## src/rtl/stk_pipe_wrbk.sv

```systemverilog
// Memory/writeback stage of the stack pipeline.
// Carries lookup microcode across the data-SRAM read latency, captures the
// popped line, and emits registered writeback microcode plus a pop response.
// A per-engine in-flight counter lets lookup stall commands that would hazard.
module stk_pipe_wrbk #(
    parameter int ENGS_N   = 4,
    parameter int BANKS_N  = 4,
    parameter int PTR_W    = 8,
    parameter int MEM_LAT  = 1,
    parameter int ENGID_W  = (ENGS_N  > 1) ? $clog2(ENGS_N)  : 1,
    parameter int BANKID_W = (BANKS_N > 1) ? $clog2(BANKS_N) : 1,
    parameter int CNT_W    = $clog2(MEM_LAT + 2)
) (
    input  logic                   clk,
    input  logic                   arst,
    input  logic                   i_mem_uc_vld_w,
    input  logic [ENGID_W-1:0]     i_mem_uc_engid_w,
    input  logic [BANKID_W-1:0]    i_mem_uc_bankid_w,
    input  logic                   i_mem_uc_rd_vld_w,
    input  logic                   i_mem_uc_set_empty_w,
    input  logic                   i_mem_uc_clr_empty_w,
    input  logic                   i_mem_uc_head_vld_w,
    input  logic [PTR_W-1:0]       i_mem_uc_head_ptr_w,
    input  logic                   i_mem_uc_tail_vld_w,
    input  logic [PTR_W-1:0]       i_mem_uc_tail_ptr_w,
    input  logic [BANKS_N*128-1:0] i_mem_dat,
    output logic                   o_wrbk_uc_vld_r,
    output logic [ENGID_W-1:0]     o_wrbk_uc_engid_r,
    output logic                   o_wrbk_uc_set_empty_r,
    output logic                   o_wrbk_uc_clr_empty_r,
    output logic                   o_wrbk_uc_head_vld_r,
    output logic [PTR_W-1:0]       o_wrbk_uc_head_ptr_r,
    output logic                   o_wrbk_uc_tail_vld_r,
    output logic [PTR_W-1:0]       o_wrbk_uc_tail_ptr_r,
    output logic                   o_rsp_vld_r,
    output logic [ENGID_W-1:0]     o_rsp_engid_r,
    output logic [127:0]           o_rsp_dat_r,
    output logic [ENGS_N-1:0]      o_eng_busy_r,
    output logic                   o_err_r
);

    typedef struct packed {
        logic [ENGID_W-1:0]  engid;
        logic [BANKID_W-1:0] bankid;
        logic                rd_vld;
        logic                set_empty;
        logic                clr_empty;
        logic                head_vld;
        logic [PTR_W-1:0]    head_ptr;
        logic                tail_vld;
        logic [PTR_W-1:0]    tail_ptr;
    } uc_t;

    // Pipeline stages 1..MEM_LAT are held at indices 0..MEM_LAT-1.
    logic [MEM_LAT-1:0] stg_vld_d, stg_vld_q;
    uc_t                stg_d [MEM_LAT];
    uc_t                stg_q [MEM_LAT];

    uc_t                uc_in;
    uc_t                last_uc;
    logic               last_vld;
    logic [127:0]       dat_line [BANKS_N];

    uc_t                wrbk_d, wrbk_q;
    logic               wrbk_vld_d, wrbk_vld_q;
    logic               rsp_vld_d, rsp_vld_q;
    logic [127:0]       rsp_dat_d, rsp_dat_q;
    logic               err_d, err_q;

    logic [CNT_W-1:0]   cnt_d [ENGS_N];
    logic [CNT_W-1:0]   cnt_q [ENGS_N];
    logic [ENGS_N-1:0]  busy_d, busy_q;
    logic [ENGS_N-1:0]  inc, dec, underflow;

    // Normalise incoming microcode; a set+clear conflict cancels both updates.
    always_comb begin
        uc_in           = '0;
        uc_in.engid     = i_mem_uc_engid_w;
        uc_in.bankid    = i_mem_uc_bankid_w;
        uc_in.rd_vld    = i_mem_uc_rd_vld_w;
        uc_in.set_empty = i_mem_uc_set_empty_w & ~i_mem_uc_clr_empty_w;
        uc_in.clr_empty = i_mem_uc_clr_empty_w & ~i_mem_uc_set_empty_w;
        uc_in.head_vld  = i_mem_uc_head_vld_w;
        uc_in.head_ptr  = i_mem_uc_head_ptr_w;
        uc_in.tail_vld  = i_mem_uc_tail_vld_w;
        uc_in.tail_ptr  = i_mem_uc_tail_ptr_w;
        err_d = err_q | (i_mem_uc_vld_w & i_mem_uc_set_empty_w & i_mem_uc_clr_empty_w);
    end

    // Shift microcode one stage per edge through the read-latency pipe.
    always_comb begin
        stg_vld_d    = '0;
        stg_vld_d[0] = i_mem_uc_vld_w;
        stg_d[0]     = uc_in;
        for (int i = 1; i < MEM_LAT; i++) begin
            stg_vld_d[i] = stg_vld_q[i-1];
            stg_d[i]     = stg_q[i-1];
        end
    end

    // Split the SRAM bus into per-bank lines for indexing by bank id.
    always_comb begin
        for (int b = 0; b < BANKS_N; b++) begin
            dat_line[b] = i_mem_dat[b*128 +: 128];
        end
    end

    // Form the writeback/response regs from the last stage; payloads zero when idle.
    always_comb begin
        last_vld   = stg_vld_q[MEM_LAT-1];
        last_uc    = stg_q[MEM_LAT-1];
        wrbk_vld_d = last_vld;
        wrbk_d     = '0;
        rsp_vld_d  = 1'b0;
        rsp_dat_d  = '0;
        if (last_vld) begin
            wrbk_d    = last_uc;
            rsp_vld_d = last_uc.rd_vld;
            if (last_uc.rd_vld) begin
                rsp_dat_d = dat_line[last_uc.bankid];
            end
        end
    end

    // Per-engine in-flight counters: +1 on accept, -1 when the writeback slot is replaced.
    always_comb begin
        inc       = '0;
        dec       = '0;
        underflow = '0;
        busy_d    = '0;
        for (int e = 0; e < ENGS_N; e++) begin
            inc[e]       = i_mem_uc_vld_w && (i_mem_uc_engid_w == ENGID_W'(e));
            dec[e]       = wrbk_vld_q && (wrbk_q.engid == ENGID_W'(e));
            underflow[e] = dec[e] && (cnt_q[e] == '0);
            cnt_d[e]     = cnt_q[e] + CNT_W'(inc[e]) - CNT_W'(dec[e]);
            busy_d[e]    = (cnt_d[e] != '0);
        end
    end

    // Control state: stage valids, output regs, counters and sticky error.
    always_ff @(posedge clk or posedge arst) begin
        if (arst) begin
            stg_vld_q  <= '0;
            wrbk_vld_q <= 1'b0;
            wrbk_q     <= '0;
            rsp_vld_q  <= 1'b0;
            rsp_dat_q  <= '0;
            busy_q     <= '0;
            err_q      <= 1'b0;
            for (int e = 0; e < ENGS_N; e++) begin
                cnt_q[e] <= '0;
            end
        end else begin
            stg_vld_q  <= stg_vld_d;
            wrbk_vld_q <= wrbk_vld_d;
            wrbk_q     <= wrbk_d;
            rsp_vld_q  <= rsp_vld_d;
            rsp_dat_q  <= rsp_dat_d;
            busy_q     <= busy_d;
            err_q      <= err_d;
            for (int e = 0; e < ENGS_N; e++) begin
                cnt_q[e] <= cnt_d[e];
            end
        end
    end

    // Stage payloads need no reset: they are only observed behind their valid bits.
    always_ff @(posedge clk) begin
        for (int i = 0; i < MEM_LAT; i++) begin
            stg_q[i] <= stg_d[i];
        end
    end

    assign o_wrbk_uc_vld_r       = wrbk_vld_q;
    assign o_wrbk_uc_engid_r     = wrbk_q.engid;
    assign o_wrbk_uc_set_empty_r = wrbk_q.set_empty;
    assign o_wrbk_uc_clr_empty_r = wrbk_q.clr_empty;
    assign o_wrbk_uc_head_vld_r  = wrbk_q.head_vld;
    assign o_wrbk_uc_head_ptr_r  = wrbk_q.head_ptr;
    assign o_wrbk_uc_tail_vld_r  = wrbk_q.tail_vld;
    assign o_wrbk_uc_tail_ptr_r  = wrbk_q.tail_ptr;
    assign o_rsp_vld_r           = rsp_vld_q;
    assign o_rsp_engid_r         = rsp_vld_q ? wrbk_q.engid : '0;
    assign o_rsp_dat_r           = rsp_dat_q;
    assign o_eng_busy_r          = busy_q;
    assign o_err_r               = err_q;

    a_mem_lat_min: assert property (@(posedge clk) MEM_LAT >= 1)
        else $error("MEM_LAT must be at least 1");
    a_cnt_no_underflow: assert property (@(posedge clk) disable iff (arst) underflow == '0)
        else $error("in-flight counter decremented at zero");

endmodule
```

## config.mk

```make
export PLATFORM = sky130hd
export DESIGN_NAME = stk_pipe_wrbk
export DESIGN_NICKNAME = d
export VERILOG_FILES = /design/src/rtl/stk_pipe_wrbk.sv
export SDC_FILE = /design/constraint.sdc
export NUM_CORES = 1
export LEC_CHECK = 0
export BUFFER_PORTS_ARGS = -buffer_cell sky130_fd_sc_hd__buf_2
export CAP_MARGIN = 20
export CORE_AREA = 2 2 268 270
export DETAILED_ROUTE_END_ITERATION = 10
export DIE_AREA = 0 0 270 272
export PLACE_DENSITY = 0.37
export SLEW_MARGIN = 20
export SYNTH_ARGS = -nofsm -noshare
export SYNTH_HDL_FRONTEND = slang
export SYNTH_SLANG_ARGS = --single-unit
```

## constraint.sdc

```tcl
create_clock -name clk -period 6.1 [get_ports clk]
set_input_delay 1.22 -clock clk [delete_from_list [all_inputs] [get_ports clk]]
set_output_delay 1.22 -clock clk [all_outputs]
set_load 0.01 [all_outputs]
```

==> results of run 1 <==
-- metrics by stage --
| step | utilization | total power, W | setup WS [ns] | instances | instance area, µm² |
|---|---|---|---|---|---|
| floorplan | - | 0.00178 | 0.390 | 706 | 9160 |
| global placement | 0.189 | 0.00209 | 3.28 | 2303 | 13300 |
| detailed placement | 0.189 | 0.00209 | 3.28 | 2303 | 13300 |
| CTS | 0.197 | 0.00335 | 3.23 | 2335 | 14000 |
| global route | 0.197 | 0.00345 | 3.03 | 2338 | 14000 |
| finish | 0.197 | 0.00324 | 3.34 | 2338 | 14000 |
-- synth_stat cells --
library cell	n	share of area
mux2i_1	260	0.28
dfrtp_1	166	0.45
o22ai_1	128	0.087
buf_2	27	0.015
and2_1	25	0.017
dfxtp_1	25	0.055
buf_12	14	0.031
buf_8	9	0.015
ha_1	8	0.011
xnor2_1	8	0.0076
nor2b_1	6	0.0041
buf_6	5	0.0061
inv_1	5	0.0020
nor2_1	5	0.0020
clkbuf_1	3	0.0012
nand3b_1	3	0.0025
nand3_1	2	0.0011
a31o_2	1	0.00096
and3_1	1	0.00068
and3b_1	1	0.00096
clkbuf_4	1	0.00082
nand2_1	1	0.00041
nor3b_1	1	0.00082
or3b_1	1	0.00096
-- cell usage in the layout (no fill, tap or decap), drive strengths merged --
| cell type | netlist | final |
|---|---|---|
| nor2 | 5 | 5 |
| diode | 0 | 3 |
| clkbuf | 4 | 18 |
| nand3b | 3 | 3 |
| inv | 5 | 10 |
| clkinv | 0 | 8 |
| dfrtp | 166 | 166 |
| nor3b | 1 | 1 |
| clkinvlp | 0 | 1 |
| ha | 8 | 8 |
| dfxtp | 25 | 25 |
| nor2b | 6 | 6 |
| a31o | 1 | 1 |
| and2 | 25 | 25 |
| buf | 55 | 706 |
| mux2i | 260 | 260 |
| xnor2 | 8 | 8 |
| or3b | 1 | 1 |
| and3 | 1 | 1 |
| nand2 | 1 | 1 |
| and3b | 1 | 1 |
| o22ai | 128 | 128 |
| nand3 | 2 | 2 |
-- power breakdown --
part / leakage (nW) / total [W] / internal [W] / switching, W
sequential: 2.40 / 0.00140 / 0.00136 / 0.0000421
clock: 0.297 / 0.00119 / 0.000571 / 0.000618
combinational: 4.92 / 0.000645 / 0.000327 / 0.000318
total: 7.62 / 0.00324 / 0.00226 / 0.000978
-- metal layers --
metal  vias up  track usage  part of all wire
met5         -            0           0.00069
met4         4       0.0404             0.024
met3        49       0.0289             0.063
met2       355        0.179              0.53
met1      3835        0.110              0.38
li1       3969            -                 -
-- cell families after synthesis --
kind of cell	synth area share
mux	0.284
compound gates	0.0884
buf+inv	0.0703
xor+xnor	0.00765
simple gates	0.0306
fa+ha+maj	0.0109
flops	0.508
-- sequential cells by signal, summed over array words and instances (netlist names) --
signal / cells
o_wrbk_uc_engid_r: 2
o_err_r: 1
o_wrbk_uc_vld_r: 1
o_eng_busy_r: 4
cnt_q: 8
last_vld: 1
o_rsp_dat_r: 128
o_wrbk_uc_tail_vld_r: 1
o_wrbk_uc_head_ptr_r: 8
o_wrbk_uc_clr_empty_r: 1
o_rsp_vld_r: 1
o_wrbk_uc_set_empty_r: 1
o_wrbk_uc_head_vld_r: 1
o_wrbk_uc_tail_ptr_r: 8
stg_q: 25
-- worst reg2reg max path, delay by kind of cell (launching register included) --
family	cells	cell delay (ns)
flip-flops	1	0.86
AND/OR/NAND/NOR	1	0.76
AO/OA/AOI/OAI	1	0.44
buffers and inverters	1	0.61
-- how the worst max path moves through the flow --
stage,from,to,slack [ns],depth (start not counted)
floorplan,arst,cnt_q[0],0.39,1
global placement,i_mem_uc_vld_w,o_eng_busy_r[0],3.28,7
detailed placement,last_vld,o_rsp_dat_r[26],3.28,3
CTS,last_vld,o_rsp_dat_r[26],3.23,3
global route,last_vld,o_rsp_dat_r[26],3.03,3
finish,last_vld,o_rsp_dat_r[26],3.34,3
-- cell type report --
class / count / area, µm² / area share
Sequential cell: 191 / 4660 / 0.334
Multi-Input combinational cell: 451 / 3870 / 0.277
Timing Repair Buffer: 706 / 3590 / 0.257
Tap cell: 950 / 1190 / 0.0851
Clock buffer: 18 / 439 / 0.0314
Clock inverter: 14 / 184 / 0.0132
Inverter: 5 / 23.8 / 0.00170
Antenna cell: 3 / 7.51 / 0.000537
==> out/metrics.yaml, run 1 <==
status: "completed"
synth_warnings: 0
ant_nets: 0
initial_core_util: 0.129
ctsHoldBuffers: 0
core-area_um2: 70800
cp_max_fo: 73
crit_family: "flip-flops"
routedWlPerCell_um: 16.2
dr.first_iter.drc_count: 252
cellLeakagePower_nw: 7.62
routabilityCongestion: 0.860
cts_setup_buffers: 0
clk_pin_slew_ns: 0.09
rsz0062_at_grt: "no"
ff2ff_path_depth: 3
syn_inst: 706
finClkSkew_ns: 0.0151
netlist_area_um2: 9160
holdPathEnd: "o_wrbk_uc_tail_ptr_r[6]"
grt_pass1_vias: 8794
final.fill_count: 7881
whs_path_depth: 1
worst_hold_slack_ns: 0.445
nets: 1920
fp.dieW_um: 270
setup_viol: 0
hp-start: "stg_q[0][6]"
cts.sinks: 191
power_density_nw_per_um2: 232
vdd_ir_drop_max_mv: 0.106
yosysSeqAreaShare: 0.508
drv_slew: 0
die_h_um: 272
synth_cell_type_count: 24
path_cells: "nand3_4 > buf_4 > o22ai_1"
hold_class: "reg2reg"
portBuffers: 698
dp_hpwl_um: 30400
slowest_stage: "dfrtp_1"
cts-resized-gates: 0
layout-drive-gt1-share: 0.536
cp-start-kind: "register"
root_buffer: "clkbuf_16"
dr.pass1.iters: 4
synth_fp_nets: 1254
cts_tree: "done"
vias_per_cell: 3.51
worstSetupEndpointType: "register"
syn_to_final_growth_pct: 52.5
r2r-start: "last_vld"
io_pins: 699
drc_errors: 0
h-tree-depth: 4
slowest_delay_ns: 0.86
required_ns: 6.48
drt-total-wl_um: 37900
report.final.hold_viol_count: 0
grt_max_degree: 119
die-area_um2: 73400
gr-total-overflow: 0
grt_usage: 0.0998
synth.avg_cell_area_um2: 13.0
fmax_ghz: 0.362
drv_cap: 0
rrSetupSlack_ns: 3.34
grt_pass1_wl_um: 54600
ctsLongestPathBuffers: 2
fin_tns_setup_ns: 0
rr_endpoint: "o_rsp_dat_r[26]"
path_buf_inv: 1
ys_ff_latch: 191
relSlewSlack: 0.402
fin_crit_sh: 0.453
vias: 8212
cts_buffers: 17
clk-insertion-delay-late_ns: 0.48
crit_type: "reg2reg"
min_period_ns: 2.76
worst_pin_slew_ns: 0.898
crit_arrival_ns: 3.14
row_count: 98
antenna_found_initial: 10
Power figures use the tool's default switching activity.
==> run 2, diff against run 1 <==
clock period = 2.58 ns   (was 6.1 ns; I/O delays follow)
==> run 2 against run 1 <==
  * Flip-flop and latch count is the same
  * Cell area grew 2.3%
  * Die area is the same
  * Clock skew grew 0.0012 ns
  * Non-clock buffer count grew 29
  * Sequential power grew 140%
  * Count of clock-buffer cells in the layout shrank 1
  * Wire length grew 0.79%
  * Critical endpoint is now o_rsp_dat_r[96]
  * Total power grew 140%
  * Clock power grew 140%
  * Worst hold slack lost 0.39 ns
  * First-iteration DRC count shrank 5.6%
==> out/metrics.yaml, run 2 (synthesis results as in run 1) <==
setup_viol: 0  # unchanged
routabilityCongestion: 0.920  # +7.0%
row_count: 98  # unchanged
final.fill_count: 7896  # +0.19%
cp-start-kind: "register"
drv_cap: 0  # unchanged
dpl_cell_area_um2: 13600  # +2.2%
worst_pin_slew_ns: 0.628  # -0.270 ns
dr.pass1.iters: 4  # unchanged
nets: 1949  # +1.5%
antennaDiodeCount: 0  # -3
grt_usage: 0.100  # +0.000283
dp_hpwl_um: 31500  # +3.7%
cp_max_fo: 1  # -99%
min_period_ns: 1.76
portBuffers: 698  # unchanged
final_area_um2: 14300  # +2.3%
routedWlPerCell_um: 16.2  # -0.32%
ctsLongestPathBuffers: 2  # unchanged
cts_tree: "done"
relSlewSlack: 0.582  # +0.180
core-area_um2: 70800  # unchanged
multi_input_area_um2: 3870  # unchanged
path_cells: "buf_2"
grt_max_degree: 87  # -27%
h-tree-depth: 4  # unchanged
finClkSkew_ns: 0.0163  # +0.00117 ns
clk-insertion-delay-late_ns: 0.48  # about the same
finalPower_w: 0.00780  # +140%
io_pins: 699  # unchanged
slowest_stage: "dfrtp_1"
cts_setup_buffers: 0  # unchanged
rsz0062_at_grt: "no"
crit_family: "flip-flops"
cts_buffers: 17  # unchanged
cellLeakagePower_nw: 7.80  # +2.4%
syn_to_final_growth_pct: 55.9
initial_core_util: 0.129  # unchanged
report.final.hold_viol_count: 0  # unchanged
vias_per_cell: 3.54  # +0.67%
drc_errors: 0  # unchanged
die_h_um: 272  # unchanged
drt-total-wl_um: 38200  # +0.79%
gr-total-overflow: 0  # unchanged
die-area_um2: 73400  # unchanged
worstSetupEndpointType: "output port"
root_buffer: "clkbuf_16"
path_buf_inv: 1  # unchanged
final_cell_mix: "buf_2 (698), mux2i_1 (260), dfrtp_1 (166), o22ai_1 (128), buf_4 (28)"
crit_arrival_ns: 1.24  # -1.90 ns
required_ns: 2.06  # -4.42 ns
regArea_um2: 4660  # unchanged
status: "completed"
layout_commonest_cell: "buf_2"
ant_nets: 0  # unchanged
grt_pass1_wl_um: 54800  # +0.45%
antenna_found_initial: 5  # -5
drv_slew: 0  # unchanged
grt_pass1_vias: 8777  # -0.19%
hold_class: "in2async"
layout-drive-gt1-share: 0.545  # +0.00952
clk_pin_slew_ns: 0.09  # about the same
slowest_delay_ns: 0.54  # -0.32 ns
vdd_ir_drop_max_mv: 0.253  # +140%
crit_type: "reg2out"
dp.cells: 2332  # +1.3%
ctsHoldBuffers: 0  # unchanged
largest_register_ffs: 128  # unchanged
fin_crit_sh: 0.681
power_density_nw_per_um2: 546  # +140%
fp.dieW_um: 270  # unchanged
vias: 8359  # +1.8%
dr.first_iter.drc_count: 238  # -5.6%
cts.sinks: 191  # unchanged
cts-resized-gates: 0  # unchanged
fin_cells: 2364  # +1.1%
fmax_ghz: 0.570
==> run 2: changes by cell type in the layout (fill, tap and decap cells not counted) <==
cell	delta
buf_12	+6
inv_16	+2
diode_2	-3
clkinv_8	+1
clkinv_4	-2
clkbuf_8	-1
buf_4	+23
inv_12	+1
inv_8	-1
==> run 2: report_power, final <==
| part | total (W) | switching (W) | internal [W] |
|---|---|---|---|
| Combinational | 0.00160 | 0.000790 | 0.000807 |
| Sequential | 0.00331 | 0.0000845 | 0.00322 |
| Clock | 0.00290 | 0.00153 | 0.00137 |
| Total | 0.00780 | 0.00240 | 0.00540 |
==> run 2: cell type report <==
class,instances,share of cell area
Clock buffer,17,0.0298
Multi-Input combinational cell,451,0.271
Sequential cell,191,0.326
Tap cell,950,0.0832
Timing Repair Buffer,735,0.272
Clock inverter,15,0.0160
Inverter,5,0.00158
==> run 2: through the flow <==
stage	hold slack [ns]	utilization	setup TNS [ns]	setup slack, ns
floorplan	0.419	-	-8.10	-0.0488
global placement	0.421	0.193	0	0.472
detailed placement	0.425	0.193	0	0.485
CTS	0.0190	0.202	0	0.728
global route	0.0388	0.202	0	0.715
finish	0.0536	0.202	0	0.824
==> run 2: worst paths after layout <==
path	from	endpoint	slack [ns]	cells past startpoint
max in group asynchronous	arst	o_eng_busy_r[1]	1.78	4
min	arst	o_rsp_dat_r[16]	0.05	2
min reg2reg	stg_q[0][14]	o_wrbk_uc_head_ptr_r[5]	0.44	1
max	o_rsp_dat_r[96]	o_rsp_dat_r[96]	0.82	1
min in group clk	i_mem_uc_head_ptr_w[3]	stg_q[0][12]	0.13	1
max reg2reg	last_vld	o_rsp_dat_r[41]	0.87	4
==> run 2: metal layers <==
metal	wire length, µm	global-route usage
met5	0	0
met4	769	0.0361
met3	2330	0.0235
met2	20500	0.185
met1	14600	0.112
